$ cat src/rtl/qam_pkg.sv
// Shared 16-QAM constants, sample/product types and Gray level mapping.
// Used by both the modulator and the demodulator.
package qam_pkg;

    localparam int SPS    = 32;
    localparam int PH_W   = $clog2(SPS);
    localparam int ACC_W  = 21;
    localparam int THRESH = 65024;

    localparam logic [ACC_W-1:0] THRESH_V = ACC_W'(THRESH);

    localparam logic [1:0] LVL_M3 = 2'b00;
    localparam logic [1:0] LVL_M1 = 2'b01;
    localparam logic [1:0] LVL_P1 = 2'b11;
    localparam logic [1:0] LVL_P3 = 2'b10;

    typedef logic signed [7:0]  sample_t;
    typedef logic signed [15:0] product_t;

    function automatic logic [1:0] gray_level(input logic neg, input logic outer);
        logic [1:0] lvl;
        case ({neg, outer})
            2'b11:   lvl = LVL_M3;
            2'b10:   lvl = LVL_M1;
            2'b00:   lvl = LVL_P1;
            2'b01:   lvl = LVL_P3;
            default: lvl = LVL_P1;
        endcase
        return lvl;
    endfunction

    // A magnitude exactly on the threshold decides for the outer level.
    function automatic logic [1:0] slice_axis(input logic signed [ACC_W-1:0] v);
        logic [ACC_W-1:0] mag;
        logic             neg;
        logic             outer;
        neg = v[ACC_W-1];
        if (neg) begin
            mag = -v;
        end else begin
            mag = v;
        end
        outer = (mag >= THRESH_V);
        return gray_level(neg, outer);
    endfunction

endpackage

$ cat src/rtl/carrier_lut.sv
// Registered cosine/sine carrier table, round(127*cos/sin(2*pi*k/SPS)).
// Same contents as the transmitter's carrier generator.
module carrier_lut
    import qam_pkg::*;
(
    input  logic            Clk,
    input  logic            reset,
    input  logic [PH_W-1:0] phase,
    output sample_t         cos_out,
    output sample_t         sin_out
);

    function automatic sample_t cos_tab(input logic [PH_W-1:0] k);
        sample_t v;
        case (k)
            5'd0:  v =  8'sd127;  5'd1:  v =  8'sd125;  5'd2:  v =  8'sd117;  5'd3:  v =  8'sd106;
            5'd4:  v =  8'sd90;   5'd5:  v =  8'sd71;   5'd6:  v =  8'sd49;   5'd7:  v =  8'sd25;
            5'd8:  v =  8'sd0;    5'd9:  v = -8'sd25;   5'd10: v = -8'sd49;   5'd11: v = -8'sd71;
            5'd12: v = -8'sd90;   5'd13: v = -8'sd106;  5'd14: v = -8'sd117;  5'd15: v = -8'sd125;
            5'd16: v = -8'sd127;  5'd17: v = -8'sd125;  5'd18: v = -8'sd117;  5'd19: v = -8'sd106;
            5'd20: v = -8'sd90;   5'd21: v = -8'sd71;   5'd22: v = -8'sd49;   5'd23: v = -8'sd25;
            5'd24: v =  8'sd0;    5'd25: v =  8'sd25;   5'd26: v =  8'sd49;   5'd27: v =  8'sd71;
            5'd28: v =  8'sd90;   5'd29: v =  8'sd106;  5'd30: v =  8'sd117;  5'd31: v =  8'sd125;
            default: v = 8'sd0;
        endcase
        return v;
    endfunction

    // Table read register; sine is the cosine a quarter period earlier.
    always_ff @(posedge Clk or posedge reset) begin
        if (reset) begin
            cos_out <= 8'sd0;
            sin_out <= 8'sd0;
        end else begin
            cos_out <= cos_tab(phase);
            sin_out <= cos_tab(phase - 5'd8);
        end
    end

endmodule

$ cat src/rtl/qam_demod.sv
// Coherent 16-QAM demodulator: carrier mixing, per-symbol integrate-and-dump,
// and Gray-coded slicing of the I/Q integrals.
module qam_demod
    import qam_pkg::*;
(
    input  logic                    Clk,
    input  logic                    reset,
    input  sample_t                 sample_in,
    input  logic                    sample_valid,
    input  logic                    sym_start,
    output logic [3:0]              sym_out,
    output logic                    sym_valid,
    output logic signed [ACC_W-1:0] i_acc_out,
    output logic signed [ACC_W-1:0] q_acc_out
);

    logic [PH_W-1:0]         ph_r;
    logic [PH_W-1:0]         cur_ph_s;
    logic                    restart_s;
    sample_t                 s1_x_r;
    logic                    s1_v_r;
    logic                    s1_last_r;
    sample_t                 cos_s;
    sample_t                 sin_s;
    product_t                p_i_r;
    product_t                p_q_r;
    logic                    s2_v_r;
    logic                    s2_last_r;
    logic signed [ACC_W-1:0] acc_i_r;
    logic signed [ACC_W-1:0] acc_q_r;
    logic signed [ACC_W-1:0] fin_i_s;
    logic signed [ACC_W-1:0] fin_q_s;
    logic                    dump_s;
    logic [3:0]              sym_next_s;

    // Phase of the incoming sample; a mid-symbol start restarts at phase 0.
    always_comb begin
        cur_ph_s  = ph_r;
        restart_s = 1'b0;
        if (sample_valid && sym_start) begin
            cur_ph_s  = {PH_W{1'b0}};
            restart_s = (ph_r != {PH_W{1'b0}});
        end else begin
            cur_ph_s  = ph_r;
            restart_s = 1'b0;
        end
    end

    // Phase counter advances only on accepted samples.
    always_ff @(posedge Clk or posedge reset) begin
        if (reset) begin
            ph_r <= {PH_W{1'b0}};
        end else if (sample_valid) begin
            ph_r <= cur_ph_s + 1'b1;
        end
    end

    carrier_lut u_carrier_lut (
        .Clk     (Clk),
        .reset   (reset),
        .phase   (cur_ph_s),
        .cos_out (cos_s),
        .sin_out (sin_s)
    );

    // S1: sample, symbol-end flag and valid, aligned with the LUT read.
    always_ff @(posedge Clk or posedge reset) begin
        if (reset) begin
            s1_x_r    <= 8'sd0;
            s1_v_r    <= 1'b0;
            s1_last_r <= 1'b0;
        end else begin
            s1_x_r    <= sample_in;
            s1_v_r    <= sample_valid;
            s1_last_r <= (cur_ph_s == {PH_W{1'b1}});
        end
    end

    // S2: mixer products; an in-flight entry of an abandoned symbol is dropped.
    always_ff @(posedge Clk or posedge reset) begin
        if (reset) begin
            p_i_r     <= 16'sd0;
            p_q_r     <= 16'sd0;
            s2_v_r    <= 1'b0;
            s2_last_r <= 1'b0;
        end else begin
            p_i_r     <= product_t'(s1_x_r) * product_t'(cos_s);
            p_q_r     <= product_t'(s1_x_r) * product_t'(sin_s);
            s2_v_r    <= s1_v_r & ~restart_s;
            s2_last_r <= s1_last_r;
        end
    end

    // Running integrals including the product currently in S2, and their decisions.
    always_comb begin
        fin_i_s    = acc_i_r + ACC_W'(p_i_r);
        fin_q_s    = acc_q_r + ACC_W'(p_q_r);
        dump_s     = s2_v_r & s2_last_r;
        sym_next_s = {slice_axis(fin_i_s), slice_axis(fin_q_s)};
    end

    // Integrate-and-dump; a restart also clears any partial integral.
    always_ff @(posedge Clk or posedge reset) begin
        if (reset) begin
            acc_i_r <= {ACC_W{1'b0}};
            acc_q_r <= {ACC_W{1'b0}};
        end else if (restart_s || dump_s) begin
            acc_i_r <= {ACC_W{1'b0}};
            acc_q_r <= {ACC_W{1'b0}};
        end else if (s2_v_r) begin
            acc_i_r <= fin_i_s;
            acc_q_r <= fin_q_s;
        end
    end

    // Decision register: outputs hold until the next completed symbol.
    always_ff @(posedge Clk or posedge reset) begin
        if (reset) begin
            sym_out   <= 4'd0;
            sym_valid <= 1'b0;
            i_acc_out <= {ACC_W{1'b0}};
            q_acc_out <= {ACC_W{1'b0}};
        end else if (dump_s) begin
            sym_out   <= sym_next_s;
            sym_valid <= 1'b1;
            i_acc_out <= fin_i_s;
            q_acc_out <= fin_q_s;
        end else begin
            sym_valid <= 1'b0;
        end
    end

endmodule

$ cat config.mk
export PLATFORM = sky130hd
export DESIGN_NAME = qam_demod
export DESIGN_NICKNAME = d
export VERILOG_FILES = /design/src/rtl/qam_pkg.sv /design/src/rtl/carrier_lut.sv /design/src/rtl/qam_demod.sv
export SDC_FILE = /design/constraint.sdc
export NUM_CORES = 1
export LEC_CHECK = 0
export BUFFER_PORTS_ARGS = -buffer_cell sky130_fd_sc_hd__buf_2
export CAP_MARGIN = 20
export CORE_MARGIN = 1.5
export CORE_UTILIZATION = 60
export DETAILED_ROUTE_END_ITERATION = 8
export PLACE_DENSITY = 0.9
export RECOVER_POWER = 100
export SLEW_MARGIN = 20
export SYNTH_ARGS = -nofsm -noshare
export SYNTH_HDL_FRONTEND = slang
export SYNTH_SLANG_ARGS = --single-unit
$ cat constraint.sdc
create_clock -name Clk -period 5.32 [get_ports Clk]
set_clock_uncertainty 0.1 [all_clocks]
set_input_delay 0.532 -clock Clk [delete_from_list [all_inputs] [get_ports Clk]]
set_output_delay 0.532 -clock Clk [all_outputs]
set_load 0.03 [all_outputs]
Yosys cells after proc, flatten, opt, wreduce, memory -nomap -nowiden
Memory sizes are Yosys's and may differ from the RTL's. A register that Yosys moved wholly into a read port is not among the register bits.
Index checks and enable logic that the tools add are counted.
{"block": "totals", "regBits": 138, "rom_bits": 512, "input_bits": 12, "output_inout_bits": 47, "word_cells": 53, "mem_count": 2}
{"block": "op_classes", "add_sub_neg": 6, "mul": 2, "order_cmp": 2, "n_eq_ne": 7, "mux": 11, "bitwise": 3, "reduce_logical": 6}
{"memory": "(name not given)", "depth": 32, "word_bits": 8, "rd": 1, "rd_clocked_by_memory_dff": 1, "write_ports": 0, "line": "carrier_lut.sv:15", "text": "case (k)"}
{"memory": "(name not given)", "depth": 32, "word_bits": 8, "rd": 1, "rd_clocked_by_memory_dff": 1, "write_ports": 0, "line": "carrier_lut.sv:15"}
{"cell": "21-bit two-way mux", "count": 6}
{"cell": "21-bit by 16-bit adder with 21-bit output", "count": 2}
{"cell": "21-bit by 16-bit >= comparator with 1-bit output, second input constant", "count": 2}
{"cell": "21-bit negation", "count": 2}
{"cell": "8-bit by 8-bit multiplier with 16-bit output", "count": 2}
{"cell": "2-bit one-hot mux with 4 select lines", "count": 2}
{"cell": "2-bit == test, second input constant", "count": 4}
{"cell": "5-bit by 1-bit adder with 5-bit output, second input constant", "count": 1}
{"cell": "5-bit == test, second input constant", "count": 1}
{"cell": "5-bit two-way mux", "count": 1}
{"cell": "5-bit nonzero test", "count": 1}
{"cell": "5-bit by 4-bit subtractor with 5-bit output, second input constant", "count": 1}
{"cell": "2-bit by 1-bit == test with 1-bit output, second input constant", "count": 2}
{"cell": "2-bit zero test", "count": 2}
{"cell": "1-bit AND", "count": 2}
{"cell": "1-bit two-way mux", "count": 2}
{"cell": "2-bit nonzero test", "count": 1}
{"cell": "1-bit logical AND", "count": 1}
{"cell": "1-bit logical OR", "count": 1}
{"cell": "1-bit NOT", "count": 1}

Depth between registers and ports, before layout
Gate-level depths: netlist of run 1.
{"block": "depth", "depth_word": 6, "depth_mapped": 21, "mapped_depth_nobuf": 20}

By module
A second synthesis of run 1 with hierarchy kept.
{"block": "unflattened", "cells_unflattened": 1386, "area_unflattened_um2": 13265.2}
{"mod": "qam_demod", "instances": 1, "cells_each": 1255, "area_per_inst_um2": 12027.8, "seq_area_each_um2": 3453.3}
{"mod": "carrier_lut", "instances": 1, "cells_each": 131, "area_per_inst_um2": 1237.4, "seq_area_each_um2": 400.4}

Worst setup path after synthesis of run 1
No wires, ideal clock.
{"block": "synth_timing", "path_type": "flip-flop to flip-flop", "start": "register s1_x_r[7]", "end": "register p_q_r[15]", "setup_time_ps": 80, "arrival_ps": 4400, "required_ps": 5140, "slack_ps": 740, "path_stages_with_launch": 19, "n_path_buf": 1, "period_less_slack_ps": 4580, "cell_sequence": "dfrtp_1 clkbuf_1 and2_1 fa_1 inv_1 fa_1 inv_1 fa_1 fa_1 ha_1 inv_1 o21ai_0 a21oi_1 o21ai_0 a21oi_1 nor2b_1 o21a_1 o41ai_1 xnor2_1"}
{"block": "synth_via", "elab_chain_cells": 1}
{"element": "start, declared", "line": "qam_demod.sv:20", "text": "sample_t s1_x_r;"}
{"element": "start signal, assigned", "line": "qam_demod.sv:73", "text": "s1_x_r <= sample_in;"}
{"element": "8-bit by 8-bit multiplier with 16-bit output", "line": "qam_demod.sv:88", "text": "p_q_r <= product_t'(s1_x_r) * product_t'(sin_s);"}
{"element": "end signal, assigned", "line": "qam_demod.sv:88"}
{"element": "end, declared", "line": "qam_demod.sv:26", "text": "product_t p_q_r;"}
No other way between the ends.
A chain may end at the register's enable or synchronous reset.

Final worst setup path of run 1
{"block": "layout_timing", "start": "register s1_x_r[1]", "end": "register p_q_r[14]"}
The elaborated chain is that of the path after synthesis.

==> results.sh, run 1 <==
export IMPL_root_buffer="clkbuf_16"
export IMPL_fin_nets=1726
export IMPL_yosys_area_top_type="dfrtp_1"
export IMPL_synth_area_top_cells="dfrtp_1, fa_1, ha_1"
export IMPL_cp_required_ns=5.57
export IMPL_end_kind="register"
export IMPL_clk_path_buf_depth=2
export IMPL_viasPerCell=6.12
export IMPL_worst_setup_path_start_kind="register"
export IMPL_instances_no_fill=1788
export IMPL_tns_ns=0
export IMPL_grt_overflow_total=0
export IMPL_max_cap_violations=4
export IMPL_clkTransAtPathRegs_ns=0.07
export IMPL_syn_nets=1694
export IMPL_ant_nets=0
export IMPL_cts_made_buffers=17
export IMPL_antenna_cells=0
export IMPL_synth_edf_count=0
export IMPL_grt_max_degree=122
export IMPL_critPathKind="register to register"
export IMPL_multi_input_area_sq_mm=0.00896
export IMPL_synthFlopType="dfrtp_1"
export IMPL_dr_total_vias=10941
export IMPL_layout_common_cells="nand2_1, inv_1, dfrtp_1"
export IMPL_die_w_um=153
export IMPL_tritoncts="built"
export IMPL_ys_seq_elements=154
export IMPL_status="finished, violations left"
export IMPL_postSynth_asyncResetShare=1.00
export IMPL_hold_viol=0
export IMPL_ioPinCount=59
export IMPL_seq_area_sq_mm=0.00386
export IMPL_die_area_sq_mm=0.0235
export IMPL_cp_slowest_cell="fa_1"
export IMPL_wl_per_cell_um=16.8
export IMPL_clk_latency_ns=0.44
export IMPL_dp_cells=1756
export IMPL_yosysWarnings=0
export IMPL_post_cts_buffers=0
export IMPL_netlist_area_leader_share=0.284
export IMPL_grt_pass1_wl_um=51700
export IMPL_rows=54
export IMPL_setup_violations=0
export IMPL_clock_sinks=154
export IMPL_cts_htree_levels=4
export IMPL_worstPathArrival_ns=5.24
export IMPL_worst_path_largest_cell_delay_ns=0.54
export IMPL_route_detailed_drc=0
export IMPL_nFillCells=1654
export IMPL_hold_class="input port to register"
export IMPL_drive_gt1_frac=0.0477
export IMPL_synth_cell_types=85
export IMPL_worstMarginPinSlew_ns=2.53
export IMPL_die_y_um=153
export IMPL_drt_wl_total_um=30100
export IMPL_initial_core_util=0.616
export IMPL_period_share=0.937
export IMPL_cts_hold_buf=0
export IMPL_violations="max-capacitance violations, max-slew violations"
export IMPL_antenna_found_initial=0
export IMPL_drtPass1Iterations=8
export IMPL_place_congestion=0.903
export IMPL_io_buffers=58
export IMPL_netlist_area_sq_mm=0.0136
export IMPL_holdWs_ns=0.105
export IMPL_hpwl_um=21500
export IMPL_critPathMaxFanout=16
export IMPL_netlist_instances=1463
export IMPL_grt_use_total=0.268
export IMPL_areaGrowthSynthToFinish_pct=7.27
export IMPL_final_common_cell="nand2_1"
export IMPL_drtIter0Drc=982
export IMPL_rsz0062_at_grt="no"
export IMPL_grt_pass1_vias=10796
export IMPL_core_region_area_sq_mm=0.0220
export IMPL_seq_area_frac_synth=0.284
export IMPL_fin_crit_ns=4.99
export IMPL_crit_chain="and2_0 > fa_1 > inv_1 > fa_1 > fa_1 > fa_1 > inv_1 > ha_1 > nor2b_1 > o21ai_0 > a21boi_0 > o21ai_0 > nand2_1 > a21o_1 > a21o_1 > a21o_1 > a21oi_1 > xnor2_1"
export IMPL_finalWorstSetupSlack_ns=0.333
export IMPL_crit_path_frequent_cell="fa_1"
export IMPL_dp_slack_ns=0.367
export IMPL_slew_headroom=-0.689
export IMPL_avgSynthCellArea_sq_um=9.28
export IMPL_slew_viol_final=269
export IMPL_fmax_mhz=201
## critical path, delay by kind of cell, from the launching register on
kind                       cells  cell delay, ns
DFF                            1            0.50
adders and majority gates      5            2.22
xor gates and xnor gates       1            0.13
buffers and inverters          2            0.13
AOI/OAI and AO/OA              7            1.36
and+or+nand+nor                3            0.48
## flip-flops by register name, indices dropped and copies added (netlist names), 4 cells and up
| register | count |
|---|---|
| i_acc_out | 21 |
| q_acc_out | 21 |
| sym_out | 4 |
| s1_x_r | 8 |
| p_q_r | 16 |
| acc_q_r | 21 |
| p_i_r | 16 |
| acc_i_r | 21 |
| u_carrier_lut.cos_out | 8 |
| ph_r | 5 |
| u_carrier_lut.sin_out | 8 |
## stage by stage
step           utilization  instance area (sq um)
2_1_floorplan            -                  13600
3_3_place_gp         0.640                  14100
3_5_place_dp         0.640                  14100
4_1_cts              0.665                  14600
5_1_grt              0.661                  14600
6_report             0.661                  14600
## area by class of cell
cell class	instances	share of cell area
Multi-Input combinational cell	1105	0.615
Sequential cell	154	0.265
Inverter	150	0.0389
Clock buffer	19	0.0304
Tap cell	280	0.0241
Timing Repair Buffer	67	0.0186
Clock inverter	13	0.00747
## synthesized netlist by cell type, types with 9 or more instances
master    count
nand2_1     193
dfrtp_1     154
inv_1       149
fa_1        112
ha_1        107
o21ai_0      96
and2_1       81
nor2_1       63
a21oi_1      62
clkbuf_1     51
xnor2_1      51
a21o_1       24
nand2b_1     23
a22o_1       17
nor3_1       17
nor2b_1      16
a211oi_1     15
xor2_1       15
nand3_1      14
a31oi_1      12
o211ai_1     12
and3_1       10
o21a_1       10
o31ai_1      10
mux2i_1       9
o311ai_0      9
or3_1         9
## cell families after synthesis
logic type | synth area share
AND/OR/NAND/NOR | 0.172
AO/OA/AOI/OAI | 0.166
adder cells (fa/ha/maj) | 0.264
buffers and inverters | 0.0565
flip-flops | 0.284
XOR/XNOR | 0.0458
multiplexers | 0.0124
## layer usage
metal	part of all wire	track usage
met2	0.48	0.450
met4	0.020	0.0828
met5	0	0
met3	0.073	0.0377
met1	0.42	0.362
## repair_timing
item / CTS / global route
endpoints found under the hold margin: 0 / 0
endpoints found under the setup margin: 0 / 2
resized for setup: 0 / 6
## worst paths after layout
kind,startpoint,end,slack (ns),cells past startpoint
worst max register to register,s1_x_r[1],p_q_r[14],0.33,18
worst min-delay path,sample_in[7],s1_x_r[7],0.10,1
max in group asynchronous,reset,acc_i_r[6],1.91,3
min in group asynchronous,reset,q_acc_out[0],0.75,2
worst max-delay path,s1_x_r[1],p_q_r[14],0.33,18
worst min register to register,s1_last_r,s2_last_r,0.27,0
Power of run 1 is left out: the tool's default activity adds up to more than one toggle a clock period on the data nets, which glitch-free logic cannot reach.
==> inputs of run 2 (changes only) <==
CELL_PAD_IN_SITES_DETAIL_PLACEMENT = 2   (was not set)
CELL_PAD_IN_SITES_GLOBAL_PLACEMENT = 2   (was not set)
CORE_UTILIZATION = 44   (was 60)
PLACE_DENSITY = 0.95   (was 0.9)
REMOVE_ABC_BUFFERS = 1   (was not set)
clock period = 6.45 ns   (was 5.32 ns; I/O delays follow)
==> results.sh, run 2 (same netlist as run 1, synthesis figures left out) <==
export IMPL_status="finished, violations left"
export IMPL_violations="max-capacitance violations, max-slew violations"
export IMPL_postCtsResizedCells=0
export IMPL_tritoncts="built"
export IMPL_max_cap_violations=4
export IMPL_initial_core_util=0.445
export IMPL_antenna_found_initial=0
export IMPL_rows=64
export IMPL_clkTransAtPathRegs_ns=0.07
export IMPL_clk_latency_ns=0.47
export IMPL_final_common_cell="nand2_1"
export IMPL_nFillCells=3256
export IMPL_wl_per_cell_um=25.9
export IMPL_cp_required_ns=6.67
export IMPL_viasPerCell=6.10
export IMPL_fin_crit_ns=5.51
export IMPL_critPathMaxFanout=16
export IMPL_ant_nets=0
export IMPL_clock_sinks=154
export IMPL_post_dp_cell_area_sq_mm=0.0142
export IMPL_ioPinCount=59
export IMPL_cts_htree_levels=4
export IMPL_cts_made_buffers=17
export IMPL_setup_violations=0
export IMPL_wl_met3_um=1660
export IMPL_layout_common_cells="nand2_1, dfrtp_1, inv_1"
export IMPL_grt_overflow_total=0
export IMPL_fin_nets=1725
export IMPL_fin_area_sq_mm=0.0147
export IMPL_die_w_um=179
export IMPL_drtPass1Iterations=5
export IMPL_worstMarginPinSlew_ns=3.85
export IMPL_fmax_mhz=182
export IMPL_period_share=0.854
export IMPL_grt_pass1_vias=13464
export IMPL_instances_no_fill=1903
export IMPL_hold_viol=0
export IMPL_core_region_area_sq_mm=0.0305
export IMPL_grt_use_total=0.323
export IMPL_drive_gt1_frac=0.0438
export IMPL_drt_wl_total_um=49400
export IMPL_end_kind="register"
export IMPL_areaGrowthSynthToFinish_pct=8.34
export IMPL_slew_viol_final=268
export IMPL_topRoutingLayerUsed="met4"
export IMPL_tns_ns=0
export IMPL_io_buffers=58
export IMPL_rsz0062_at_grt="no"
export IMPL_worst_setup_path_start_kind="register"
export IMPL_clk_path_buf_depth=2
export IMPL_worstPathArrival_ns=5.73
export IMPL_critPathKind="register to register"
export IMPL_route_layer_met1_wl_um=18900
export IMPL_wl_met2_um=26400
export IMPL_die_area_sq_mm=0.0319
export IMPL_place_congestion=0.870
export IMPL_dp_cells=1871
export IMPL_hold_class="input port to register"
export IMPL_grt_max_degree=80
export IMPL_route_detailed_drc=0
export IMPL_root_buffer="clkbuf_16"
export IMPL_hpwl_um=36600
export IMPL_grt_pass1_wl_um=77700
export IMPL_cts_hold_buf=0
export IMPL_die_y_um=179
export IMPL_slew_headroom=-1.58
export IMPL_dr_total_vias=11608
export IMPL_drtIter0Drc=584
export IMPL_antenna_cells=0
export IMPL_post_cts_buffers=0
## run 2: cell count changes in the layout (fill, tap and decap cells not counted), moves of 2 or more
cell       before  now
clkinv_2        1    4
clkinv_4        4    1
clkbuf_1       60   57
and2_1         73   70
inv_6           4    0
dfrtp_1       148  154
and2_0          8   11
bufinv_16       0    2
dfrtp_2         6    0
buf_2           4    7
## run 2: cell type report
type                            count  area, sq um  area share
Sequential cell                   154         3850       0.262
Clock inverter                     12          126     0.00859
Tap cell                          396          495      0.0337
Multi-Input combinational cell   1105         8960       0.609
Timing Repair Buffer               66          273      0.0185
Clock buffer                       20          437      0.0297
Inverter                          150          564      0.0384
## run 2: through the flow
step / utilization / hold WS [ns] / setup WS, ns
after CTS: 0.485 / 0.169 / 0.958
after global placement: 0.467 / 0.274 / 1.64
after detailed placement: 0.467 / 0.283 / 1.10
after floorplan: - / 0.231 / 1.56
after global routing: 0.482 / 0.177 / 0.669
final: 0.482 / 0.181 / 0.945
## run 2: worst max-delay path, cell delays in order (launching register included)
cell,delay (ns)
dfrtp_1,0.68
nand2_1,0.23
fa_1,0.57
fa_1,0.58
inv_1,0.06
fa_1,0.53
fa_1,0.56
ha_1,0.37
inv_1,0.07
o21ai_0,0.10
a21oi_1,0.31
o21ai_0,0.13
a21oi_1,0.23
nor2b_1,0.08
o21a_1,0.20
o41ai_1,0.41
xnor2_1,0.15
## run 2: final timing paths
path,from,endpoint,slack (ns),cells after the start
max reg2reg,s1_x_r[1],p_q_r[15],0.94,16
min reg2reg,s1_last_r,s2_last_r,0.30,0
min,sample_in[7],s1_x_r[7],0.18,1
max,s1_x_r[1],p_q_r[15],0.94,16
max in group asynchronous,reset,p_q_r[10],1.76,3
min in group asynchronous,reset,u_carrier_lut.sin_out[2],1.19,2
## run 2: per-layer routing
layer | track usage | vias up
met1 | 0.359 | 6045
met3 | 0.0401 | 160
met2 | 0.599 | 368
met5 | 0 | -
met4 | 0.172 | 0
li1 | - | 5035
Power of run 2 is left out for the same reason.
==> inputs of run 3 (changes only) <==
CORE_UTILIZATION = 45   (was 44)
CTS_BUF_LIST = sky130_fd_sc_hd__clkbuf_8   (was not set)
==> results.sh, run 3 (same netlist as run 1, synthesis figures left out) <==
export IMPL_status="finished, violations left"
export IMPL_violations="max-capacitance violations, max-slew violations"
export IMPL_grt_max_degree=92
export IMPL_drtIter0Drc=904
export IMPL_end_kind="register"
export IMPL_core_region_area_sq_mm=0.0296
export IMPL_grt_use_total=0.357
export IMPL_instances_no_fill=1897
export IMPL_cp_depth=18
export IMPL_max_cap_violations=4
export IMPL_finalWorstSetupSlack_ns=0.806
export IMPL_clock_sinks=154
export IMPL_rsz0062_at_grt="no"
export IMPL_worst_path_largest_cell_delay_ns=0.62
export IMPL_grt_overflow_total=0
export IMPL_wl_per_cell_um=28.3
export IMPL_areaGrowthSynthToFinish_pct=7.41
export IMPL_period_share=0.875
export IMPL_cp_num_buf_inv=2
export IMPL_fin_crit_ns=5.64
export IMPL_hpwl_um=37100
export IMPL_tritoncts="built"
export IMPL_cp_slowest_cell="fa_1"
export IMPL_fin_nets=1725
export IMPL_ff2ff_path_depth=18
export IMPL_setup_violations=0
export IMPL_final_common_cell="nand2_1"
export IMPL_post_cts_buffers=0
export IMPL_critPathMaxFanout=16
export IMPL_fmax_mhz=177
export IMPL_drt_wl_total_um=53700
export IMPL_die_w_um=177
export IMPL_postCtsResizedCells=0
export IMPL_hold_viol=0
export IMPL_dp_slack_ns=1.04
export IMPL_dr_total_vias=12052
export IMPL_crit_chain="and2_0 > fa_1 > inv_1 > fa_1 > fa_1 > fa_1 > inv_1 > ha_1 > nor2b_1 > o21ai_0 > a21boi_0 > o21ai_0 > nand2_1 > a21o_1 > a21o_1 > a21o_1 > a21oi_1 > xnor2_1"
export IMPL_cts_made_buffers=17
export IMPL_initial_core_util=0.458
export IMPL_ioPinCount=59
export IMPL_crit_path_frequent_cell="fa_1"
export IMPL_worst_setup_path_start_kind="register"
export IMPL_route_detailed_drc=0
export IMPL_antenna_cells=0
export IMPL_hold_class="input port to register"
export IMPL_clk_path_buf_depth=2
export IMPL_layout_common_cells="nand2_1, dfrtp_1, inv_1"
export IMPL_fin_area_sq_mm=0.0146
export IMPL_cts_htree_levels=4
export IMPL_hold_depth=1
export IMPL_die_y_um=177
export IMPL_worstMarginPinSlew_ns=4.38
export IMPL_drive_gt1_frac=0.0464
export IMPL_io_buffers=58
export IMPL_place_congestion=0.855
export IMPL_critical_path_top_delay_family="adder cells"
export IMPL_antenna_found_initial=0
export IMPL_worstPathArrival_ns=6.01
export IMPL_critPathKind="register to register"
export IMPL_die_area_sq_mm=0.0312
export IMPL_viasPerCell=6.35
export IMPL_rows=63
export IMPL_grt_pass1_wl_um=83600
export IMPL_slew_viol_final=269
export IMPL_root_buffer="clkbuf_8"
export IMPL_dp_cells=1865
export IMPL_clkTransAtPathRegs_ns=0.10
export IMPL_cts_hold_buf=0
export IMPL_post_dp_cell_area_sq_mm=0.0142
export IMPL_drtPass1Iterations=5
export IMPL_clk_latency_ns=0.55
export IMPL_slew_headroom=-1.92
export IMPL_ant_nets=0
export IMPL_cp_required_ns=6.81
export IMPL_grt_pass1_vias=14077
export IMPL_tns_ns=0
run 3: cell types whose count changed in the layout (fill, tap and decap cells not counted), moves of 3 or more:
cell and change:
clkinvlp_4 -3, clkbuf_16 -17, inv_6 +5, clkbuf_8 +17
run 3: final cells by class:
| class | instances | area [sq um] |
|---|---|---|
| clock inverters | 15 | 211 |
| multi-input cells | 1105 | 8960 |
| clock buffers | 17 | 234 |
| inverters | 150 | 564 |
| fillers | 3121 | 15100 |
| repair buffers | 66 | 269 |
| well taps | 390 | 488 |
| flip-flops and latches | 154 | 3850 |
run 3: final timing paths:
check | slack (ns) | to | from
hold reg to reg | 0.32 | s2_last_r | s1_last_r
setup / recovery | 0.81 | p_q_r[14] | s1_x_r[1]
min in group asynchronous | 1.28 | u_carrier_lut.sin_out[5] | reset
setup reg to reg | 0.81 | p_q_r[14] | s1_x_r[1]
max in group asynchronous | 1.90 | acc_i_r[6] | reset
hold / removal | 0.12 | s1_x_r[7] | sample_in[7]
run 3: metal layers:
metal | vias to the layer above | GRT usage | wire length, um | share of wire
li1 | 5037 | - | - | -
met2 | 506 | 0.666 | 28800 | 0.54
met1 | 6303 | 0.383 | 19700 | 0.37
met4 | 0 | 0.194 | 2810 | 0.052
met3 | 206 | 0.0552 | 2320 | 0.043
met5 | - | 0 | 0 | 0
run 3: metrics by stage:
stage          utilization  hold WS, ns
6_report             0.492        0.118
5_1_grt              0.492        0.104
4_1_cts              0.495       0.0992
3_5_place_dp         0.480        0.283
3_3_place_gp         0.480        0.281
2_1_floorplan            -        0.231
run 3: worst register-to-register path, delay by kind of cell, from the launching register on:
kind,cells,cell delay (ns)
and+or+nand+nor,3,0.60
buffers and inverters,2,0.17
AOI/OAI and AO/OA,7,1.62
xor gates and xnor gates,1,0.14
DFF,1,0.60
adders and majority gates,5,2.34
Power of run 3 is left out for the same reason.
